--- src/rtl/vector_processor_pkg.sv ---
// Shared vector-processor definitions: CSR map, op/AVL encodings and vtype layout.
package vector_processor_pkg;

  localparam int unsigned XLEN     = 32;
  localparam int unsigned ELEN     = 32;
  localparam int unsigned VILL_BIT = XLEN - 1;

  localparam int unsigned VLMUL_LSB = 0;
  localparam int unsigned VSEW_LSB  = 3;
  localparam int unsigned VTA_BIT   = 6;
  localparam int unsigned VMA_BIT   = 7;

  typedef enum logic [1:0] {
    CSR_READ = 2'd0,
    CSRW     = 2'd1,
    CSRS     = 2'd2,
    CSRC     = 2'd3
  } csr_ops;

  typedef enum logic [1:0] {
    AVL_REG  = 2'd0,
    AVL_MAX  = 2'd1,
    AVL_KEEP = 2'd2
  } avl_modes;

  typedef enum logic [11:0] {
    CSR_VSTART = 12'h008,
    CSR_VXSAT  = 12'h009,
    CSR_VXRM   = 12'h00A,
    CSR_VCSR   = 12'h00F,
    CSR_VL     = 12'hC20,
    CSR_VTYPE  = 12'hC21,
    CSR_VLENB  = 12'hC22
  } csr_regs;

endpackage

--- src/rtl/vector_csr_unit_if.sv ---
// Request/response bus between the scalar decoder (master) and the vector CSR unit (slave).
interface vector_csr_unit_if #(
  parameter int unsigned XLEN = 32
);
  logic            req_valid;
  logic            req_ready;
  logic            req_is_vset;
  logic [11:0]     req_addr;
  logic [1:0]      req_op;
  logic [XLEN-1:0] req_wdata;
  logic [XLEN-1:0] req_vtype;
  logic [1:0]      req_avl_mode;
  logic            rsp_valid;
  logic            rsp_ready;
  logic [XLEN-1:0] rsp_rdata;
  logic            rsp_err;

  modport master (
    output req_valid, req_is_vset, req_addr, req_op, req_wdata, req_vtype, req_avl_mode, rsp_ready,
    input  req_ready, rsp_valid, rsp_rdata, rsp_err
  );

  modport slave (
    input  req_valid, req_is_vset, req_addr, req_op, req_wdata, req_vtype, req_avl_mode, rsp_ready,
    output req_ready, rsp_valid, rsp_rdata, rsp_err
  );
endinterface

--- src/rtl/vlmax_calc.sv ---
// Combinational VLMAX and SEW/LMUL legality for a requested vtype.
module vlmax_calc #(
  parameter int unsigned XLEN = 32,
  parameter int unsigned VLEN = 256,
  parameter int unsigned ELEN = 32
) (
  input  logic [2:0]      vsew,
  input  logic [2:0]      vlmul,
  output logic [XLEN-1:0] vlmax,
  output logic            vill
);
  localparam int unsigned MAX_VSEW = $clog2(ELEN / 8);

  logic [XLEN-1:0] per_reg;
  logic            frac_bad;

  always_comb begin
    per_reg  = XLEN'(VLEN) >> (32'd3 + 32'(vsew));
    frac_bad = 1'b0;
    if (vlmul[2]) begin
      // Fractional LMUL: element must fit in LMUL*ELEN bits.
      vlmax    = per_reg >> (32'd8 - 32'(vlmul));
      frac_bad = (32'd8 << vsew) > (ELEN >> (32'd8 - 32'(vlmul)));
    end else begin
      vlmax = per_reg << vlmul;
    end
    vill = (32'(vsew) > MAX_VSEW) || (vlmul == 3'd4) || frac_bad;
  end
endmodule

--- src/rtl/vector_csr_unit.sv ---
// Vector CSR/config unit: owns vstart/vxsat/vxrm/vcsr/vl/vtype/vlenb and executes vset requests.
module vector_csr_unit #(
  parameter int unsigned XLEN = 32,
  parameter int unsigned VLEN = 256,
  parameter int unsigned ELEN = 32
) (
  input  logic              clk,
  input  logic              rst_n,
  vector_csr_unit_if.slave  bus,
  input  logic              vxsat_set,
  input  logic              vstart_wr,
  input  logic [XLEN-1:0]   vstart_wdata,
  output logic [XLEN-1:0]   vl_o,
  output logic [2:0]        vsew_o,
  output logic [2:0]        vlmul_o,
  output logic              vta_o,
  output logic              vma_o,
  output logic              vill_o,
  output logic [1:0]        vxrm_o,
  output logic [XLEN-1:0]   vstart_o
);
  import vector_processor_pkg::*;

  localparam int unsigned VSTART_W = $clog2(VLEN);
  localparam logic [XLEN-1:0] VTYPE_ILL = {1'b1, {(XLEN-1){1'b0}}};

  typedef enum logic {ST_IDLE, ST_RESP} state_e;

  state_e              state, state_nxt;
  logic [VSTART_W-1:0] vstart_q, vstart_d;
  logic                vxsat_q, vxsat_d;
  logic [1:0]          vxrm_q, vxrm_d;
  logic [XLEN-1:0]     vl_q, vl_d, vtype_q, vtype_d, rdata_q, rdata_d;
  logic                err_q, err_d;
  logic                accept, known, read_only, writes, calc_vill;
  logic [XLEN-1:0]     vlmax, avl, old_val, new_val;
  csr_ops              op;
  logic                unused_bits;

  assign unused_bits = ^vstart_wdata[XLEN-1:VSTART_W];

  vlmax_calc #(.XLEN(XLEN), .VLEN(VLEN), .ELEN(ELEN)) u_vlmax (
    .vsew  (bus.req_vtype[VSEW_LSB +: 3]),
    .vlmul (bus.req_vtype[VLMUL_LSB +: 3]),
    .vlmax (vlmax),
    .vill  (calc_vill)
  );

  always_ff @(posedge clk or negedge rst_n) begin
    if (!rst_n) state <= ST_IDLE;
    else        state <= state_nxt;
  end

  always_comb begin
    state_nxt = state;
    unique case (state)
      ST_IDLE: if (bus.req_valid) state_nxt = ST_RESP;
      ST_RESP: if (bus.rsp_ready) state_nxt = ST_IDLE;
      default: state_nxt = ST_IDLE;
    endcase
  end

  always_comb begin
    accept    = bus.req_valid && (state == ST_IDLE);
    op        = csr_ops'(bus.req_op);
    vstart_d  = vstart_q;
    vxsat_d   = vxsat_q;
    vxrm_d    = vxrm_q;
    vl_d      = vl_q;
    vtype_d   = vtype_q;
    rdata_d   = rdata_q;
    err_d     = err_q;
    avl       = bus.req_wdata;
    old_val   = '0;
    known     = 1'b1;
    read_only = 1'b0;
    case (bus.req_addr)
      CSR_VSTART: old_val = XLEN'(vstart_q);
      CSR_VXSAT:  old_val = XLEN'(vxsat_q);
      CSR_VXRM:   old_val = XLEN'(vxrm_q);
      CSR_VCSR:   old_val = XLEN'({vxrm_q, vxsat_q});
      CSR_VL:     begin old_val = vl_q;            read_only = 1'b1; end
      CSR_VTYPE:  begin old_val = vtype_q;         read_only = 1'b1; end
      CSR_VLENB:  begin old_val = XLEN'(VLEN / 8); read_only = 1'b1; end
      default:    known = 1'b0;
    endcase
    // Set/clear with a zero mask is a pure read and never faults on read-only CSRs.
    writes = (op == CSRW) || (((op == CSRS) || (op == CSRC)) && (|bus.req_wdata));
    unique case (op)
      CSRW:    new_val = bus.req_wdata;
      CSRS:    new_val = old_val | bus.req_wdata;
      CSRC:    new_val = old_val & ~bus.req_wdata;
      default: new_val = old_val;
    endcase

    if (accept) begin
      if (bus.req_is_vset) begin
        if (calc_vill || (|bus.req_vtype[XLEN-2:8])) begin
          vtype_d = VTYPE_ILL;
          vl_d    = '0;
        end else begin
          case (bus.req_avl_mode)
            AVL_MAX:  avl = vlmax;
            AVL_KEEP: avl = vl_q;
            default:  avl = bus.req_wdata;
          endcase
          vl_d    = (avl < vlmax) ? avl : vlmax;
          vtype_d = bus.req_vtype;
        end
        vstart_d = '0;
        rdata_d  = vl_d;
        err_d    = 1'b0;
      end else begin
        rdata_d = known ? old_val : '0;
        err_d   = !known || (read_only && writes);
        if (known && !read_only && writes) begin
          case (bus.req_addr)
            CSR_VSTART: vstart_d = new_val[VSTART_W-1:0];
            CSR_VXSAT:  vxsat_d  = new_val[0];
            CSR_VXRM:   vxrm_d   = new_val[1:0];
            CSR_VCSR:   begin vxrm_d = new_val[2:1]; vxsat_d = new_val[0]; end
            default:    ;
          endcase
        end
      end
    end

    vxsat_d = vxsat_d | vxsat_set;
    if (vstart_wr) vstart_d = vstart_wdata[VSTART_W-1:0];
  end

  always_ff @(posedge clk or negedge rst_n) begin
    if (!rst_n) begin
      vstart_q <= '0;
      vxsat_q  <= 1'b0;
      vxrm_q   <= '0;
      vl_q     <= '0;
      vtype_q  <= VTYPE_ILL;
      rdata_q  <= '0;
      err_q    <= 1'b0;
    end else begin
      vstart_q <= vstart_d;
      vxsat_q  <= vxsat_d;
      vxrm_q   <= vxrm_d;
      vl_q     <= vl_d;
      vtype_q  <= vtype_d;
      rdata_q  <= rdata_d;
      err_q    <= err_d;
    end
  end

  assign bus.req_ready = (state == ST_IDLE);
  assign bus.rsp_valid = (state == ST_RESP);
  assign bus.rsp_rdata = rdata_q;
  assign bus.rsp_err   = err_q;

  assign vl_o     = vl_q;
  assign vsew_o   = vtype_q[VSEW_LSB +: 3];
  assign vlmul_o  = vtype_q[VLMUL_LSB +: 3];
  assign vta_o    = vtype_q[VTA_BIT];
  assign vma_o    = vtype_q[VMA_BIT];
  assign vill_o   = vtype_q[XLEN-1];
  assign vxrm_o   = vxrm_q;
  assign vstart_o = XLEN'(vstart_q);
endmodule

--- src/flat_wrapper.sv ---
// flat-port wrapper written by rule: the top's interface ports become plain ports
module vector_csr_unit_flat import vector_processor_pkg::*;
#(
  parameter int unsigned XLEN = 32,
  parameter int unsigned VLEN = 256,
  parameter int unsigned ELEN = 32
)
  (clk, rst_n, vxsat_set, vstart_wr, vstart_wdata, vl_o, vsew_o, vlmul_o, vta_o, vma_o, vill_o, vxrm_o, vstart_o, bus_req_valid, bus_req_is_vset, bus_req_addr, bus_req_op, bus_req_wdata, bus_req_vtype, bus_req_avl_mode, bus_rsp_ready, bus_req_ready, bus_rsp_valid, bus_rsp_rdata, bus_rsp_err);
  vector_csr_unit_if #(.XLEN(XLEN)) bus_i ();
  input  logic clk;
  input  logic rst_n;
  input  logic vxsat_set;
  input  logic vstart_wr;
  input  logic [XLEN-1:0] vstart_wdata;
  output logic [XLEN-1:0] vl_o;
  output logic [2:0] vsew_o;
  output logic [2:0] vlmul_o;
  output logic vta_o;
  output logic vma_o;
  output logic vill_o;
  output logic [1:0] vxrm_o;
  output logic [XLEN-1:0] vstart_o;
  input wire logic [$bits(bus_i.req_valid)-1:0] bus_req_valid;
  input wire logic [$bits(bus_i.req_is_vset)-1:0] bus_req_is_vset;
  input wire logic [$bits(bus_i.req_addr)-1:0] bus_req_addr;
  input wire logic [$bits(bus_i.req_op)-1:0] bus_req_op;
  input wire logic [$bits(bus_i.req_wdata)-1:0] bus_req_wdata;
  input wire logic [$bits(bus_i.req_vtype)-1:0] bus_req_vtype;
  input wire logic [$bits(bus_i.req_avl_mode)-1:0] bus_req_avl_mode;
  input wire logic [$bits(bus_i.rsp_ready)-1:0] bus_rsp_ready;
  output wire logic [$bits(bus_i.req_ready)-1:0] bus_req_ready;
  output wire logic [$bits(bus_i.rsp_valid)-1:0] bus_rsp_valid;
  output wire logic [$bits(bus_i.rsp_rdata)-1:0] bus_rsp_rdata;
  output wire logic [$bits(bus_i.rsp_err)-1:0] bus_rsp_err;
  assign bus_i.req_valid = bus_req_valid;
  assign bus_i.req_is_vset = bus_req_is_vset;
  assign bus_i.req_addr = bus_req_addr;
  assign bus_i.req_op = bus_req_op;
  assign bus_i.req_wdata = bus_req_wdata;
  assign bus_i.req_vtype = bus_req_vtype;
  assign bus_i.req_avl_mode = bus_req_avl_mode;
  assign bus_i.rsp_ready = bus_rsp_ready;
  assign bus_req_ready = bus_i.req_ready;
  assign bus_rsp_valid = bus_i.rsp_valid;
  assign bus_rsp_rdata = bus_i.rsp_rdata;
  assign bus_rsp_err = bus_i.rsp_err;
  vector_csr_unit #(.XLEN(XLEN), .VLEN(VLEN), .ELEN(ELEN)) u_core (.clk(clk), .rst_n(rst_n), .bus(bus_i), .vxsat_set(vxsat_set), .vstart_wr(vstart_wr), .vstart_wdata(vstart_wdata), .vl_o(vl_o), .vsew_o(vsew_o), .vlmul_o(vlmul_o), .vta_o(vta_o), .vma_o(vma_o), .vill_o(vill_o), .vxrm_o(vxrm_o), .vstart_o(vstart_o));
endmodule
--- config.mk ---
export PLATFORM = sky130hd
export DESIGN_NAME = vector_csr_unit_flat
export DESIGN_NICKNAME = d
export VERILOG_FILES = /design/src/rtl/vector_processor_pkg.sv /design/src/rtl/vector_csr_unit_if.sv /design/src/rtl/vlmax_calc.sv /design/src/rtl/vector_csr_unit.sv /design/src/flat_wrapper.sv
export SDC_FILE = /design/constraint.sdc
export NUM_CORES = 1
export LEC_CHECK = 0
export CORE_UTILIZATION = 49
export DETAILED_ROUTE_END_ITERATION = 8
export PLACE_DENSITY = 0.88
export SYNTH_ARGS = -nofsm -noshare
export SYNTH_HDL_FRONTEND = slang
export SYNTH_SLANG_ARGS = --single-unit
--- constraint.sdc ---
create_clock -name clk -period 4.2 [get_ports clk]
set_input_delay 0.63 -clock clk [delete_from_list [all_inputs] [get_ports clk]]
set_output_delay 0.63 -clock clk [all_outputs]
set_load 0.01 [all_outputs]
==> results.ini <==
[cts]
clock_latency_ps = 350
cts_made_buffers = 9
clk_pin_slew_worst_paths_ps = 80
clock-root-buffer = clkbuf_16
post-cts-setup-buffers = 0
clock-sinks = 109
cts_max_level = 3
cts_buffer_depth = 2
cts_tree = built

[critical_path]
critPathMaxFanout = 4
start_kind = primary input
worstReg2RegStart = u_core.vl_o[19]$_DFFE_PN0P_
rr_endpoint = u_core.bus.rsp_rdata[8]$_DFFE_PN0P_
reg2reg_depth = 8
r2r_slack_ps = 1640
cp.required_ps = 4490
cp-end-kind = register
cp-startpoint = bus_req_vtype[0]
crit_type = primary input to register
crit_arrival_ps = 4250

[global_route]
grt_max_degree = 85
grt.overflow.total = 0
grt_pass1_vias = 5888
grt_pass1_wl_um = 30300
antenna_found_initial = 0
grt_use_total = 0.294

[floorplanning]
fp-row-count = 41
die_h_um = 116
chipWidth_um = 116
dieArea_um2 = 13500
io_pins = 229
core_um2 = 12700
initial_utilization = 0.504

[sta]
slew_headroom = 0.311
fin_crit_ps = 3960
hold_violations = 0
min_period_over_period = 0.943
slew_viol_final = 0
fmax_mhz = 252
finClkSkew_ps = 9.64
worst_pin_slew_ps = 1030
setup_ws_ps = 238
setup_violations = 0

[pwr]
peakVddDrop_mv = 0.193
power.total_uw = 2390
power_density_nw_per_um2 = 271
p_leak_uw = 0.00378

[drt]
wl_met2_um = 8890
wl_um = 18900
wl_met1_um = 7930
drt_iter0_drc = 674
wl_per_cell_um = 17.5
met3_length_um = 1560
dr.pass1.iters = 6
viasPerCell = 5.73
vias = 6178
antenna_left = 0
drc_errors = 0
top_layer = met4

[hold_path]
min_path_type = primary input to async pin

[synth]
yosys_warnings = 0
syn_area_um2 = 6380
avgSynthCellArea_um2 = 9.00
synth_edf_count = 0
synthCells = 709
yosysSeqAreaShare = 0.428
synth_ff_type = dfrtp_1
synthArstFlopShare = 1.00
ys_ff_latch = 109
synth_cell_types = 69

[run]
cap_violations = 0

[finish]
nFillCells = 1009
num_antenna_cells = 0
fin_cells = 1079
syn_to_final_growth_pct = 37.8
layout-drive-gt1-share = 0.0981
final_nets = 1044
finalInstanceArea_um2 = 8800
multi_input_area_um2 = 3310
seqCellArea_um2 = 2730
finish.utilization = 0.694

[place]
hpwl_um = 14200
portBuffers = 180
place.gp.congestion = 0.984
post_dp_cell_area_um2 = 8460
pre_cts_ws_ps = -212
place_inst = 1063

[outcome]
run_status = finished, final reports clean

## area by class of cell
cell class	instances	share of cell area
Clock buffer	9	0.0256
Clock inverter	7	0.00910
Inverter	21	0.00896
Multi-Input combinational cell	533	0.376
Sequential cell	109	0.310
Tap cell	172	0.0245
Timing Repair Buffer	228	0.245
## synth_stat cells (5+ instances only)
library cell  count  area share
clkbuf_1         28       0.016
and2_1           47       0.046
nor2b_1          10      0.0098
a21oi_1          28       0.022
dfrtp_1         108        0.42
buf_2            12      0.0094
a22o_1           10       0.014
nor2_1           33       0.019
nand2_1          83       0.049
nand4_1          10      0.0098
a22oi_1          44       0.052
a221o_1           5      0.0078
nand3_1          33       0.026
nor3_1           10      0.0078
inv_1            21       0.012
and3_1            6      0.0059
o211ai_1          5      0.0059
a211oi_1          6      0.0071
ha_1             23       0.045
nor4_1           19       0.019
o21ai_0          59       0.046
buf_4            30       0.035
xnor2_1           7      0.0096
## worst max-delay path, cell delays in order
cell and delay, ps:
clkdlybuf4s50_1 470, inv_1 90, ha_1 210, ha_1 290, nor2b_2 220, a32oi_1 130
buf_4 170, nor2b_1 100, a21oi_1 50, o21ai_1 180, ha_1 270, a211oi_1 310
a221oi_2 100, o2111ai_1 220, and3_2 270, buf_4 130, mux2_2 340, nand2_1 70
## metal layers
metal	global-route usage	up-vias
li1	-	2896
met1	0.402	2928
met2	0.460	310
met3	0.0695	44
met4	0.0991	0
met5	0	-
## metrics by stage
step,TNS [ps],hold WS [ps]
3_3_place_gp,-1500,462
5_1_grt,-212,498
2_1_floorplan,0,334
6_report,0,449
3_5_place_dp,-2740,470
4_1_cts,0,486
## layout by cell type, fill, tap and decap left out, drive strengths merged, types with 19 or more instances in the layout
master	n
nand3	33
a22oi	44
buf	49
a21oi	28
inv	24
conb	28
nand2	83
nor2	34
and2	49
o21ai	61
dfrtp	108
clkdlybuf4s50	179
nor4	19
ha	23
## cell families after synthesis
group	Yosys count	share of synthesized area
xor+xnor	9	0.0124
mux	3	0.00529
compound gates	194	0.206
simple gates	276	0.227
other cells	2	0.00118
fa+ha+maj	23	0.0451
buf+inv	93	0.0747
flops	109	0.428
## worst max-delay path by stage
| stage | to | slack [ps] | cells after the start |
|---|---|---|---|
| 6_report | u_core.bus.rsp_rdata[8]$_DFFE_PN0P_ | 240 | 18 |
| 5_1_grt | u_core.bus.rsp_rdata[8]$_DFFE_PN0P_ | -60 | 18 |
| 4_1_cts | u_core.bus.rsp_rdata[0]$_DFFE_PN0P_ | 160 | 18 |
| 3_5_place_dp | u_core.bus.rsp_rdata[0]$_DFFE_PN0P_ | -210 | 18 |
| 3_3_place_gp | u_core.bus.rsp_rdata[8]$_DFFE_PN0P_ | -120 | 18 |
| 2_1_floorplan | u_core.bus.rsp_rdata[7]$_DFFE_PN0P_ | 150 | 18 |
## repair_timing
action / CTS / global route
endpoints found under the hold margin: 0 / 0
setup endpoints to repair: 0 / 26
gates resized for setup: 0 / 14
hold buffers: 0 / 0
## power by group
| group | switching [uW] | internal (uW) |
|---|---|---|
| clock network | 403 | 471 |
| registers | 12.4 | 1060 |
| logic | 230 | 211 |
## registers in the layout (all words and copies together) (netlist names)
signal,count
u_core.bus.rsp_err,1
u_core.bus.rsp_rdata,32
u_core.bus.rsp_valid,1
u_core.vl_o,32
u_core.vstart_q,8
u_core.vtype_q,32
u_core.vxrm_o,2
u_core.vxsat_q,1
No activity file was read; power rests on OpenSTA's default activity.
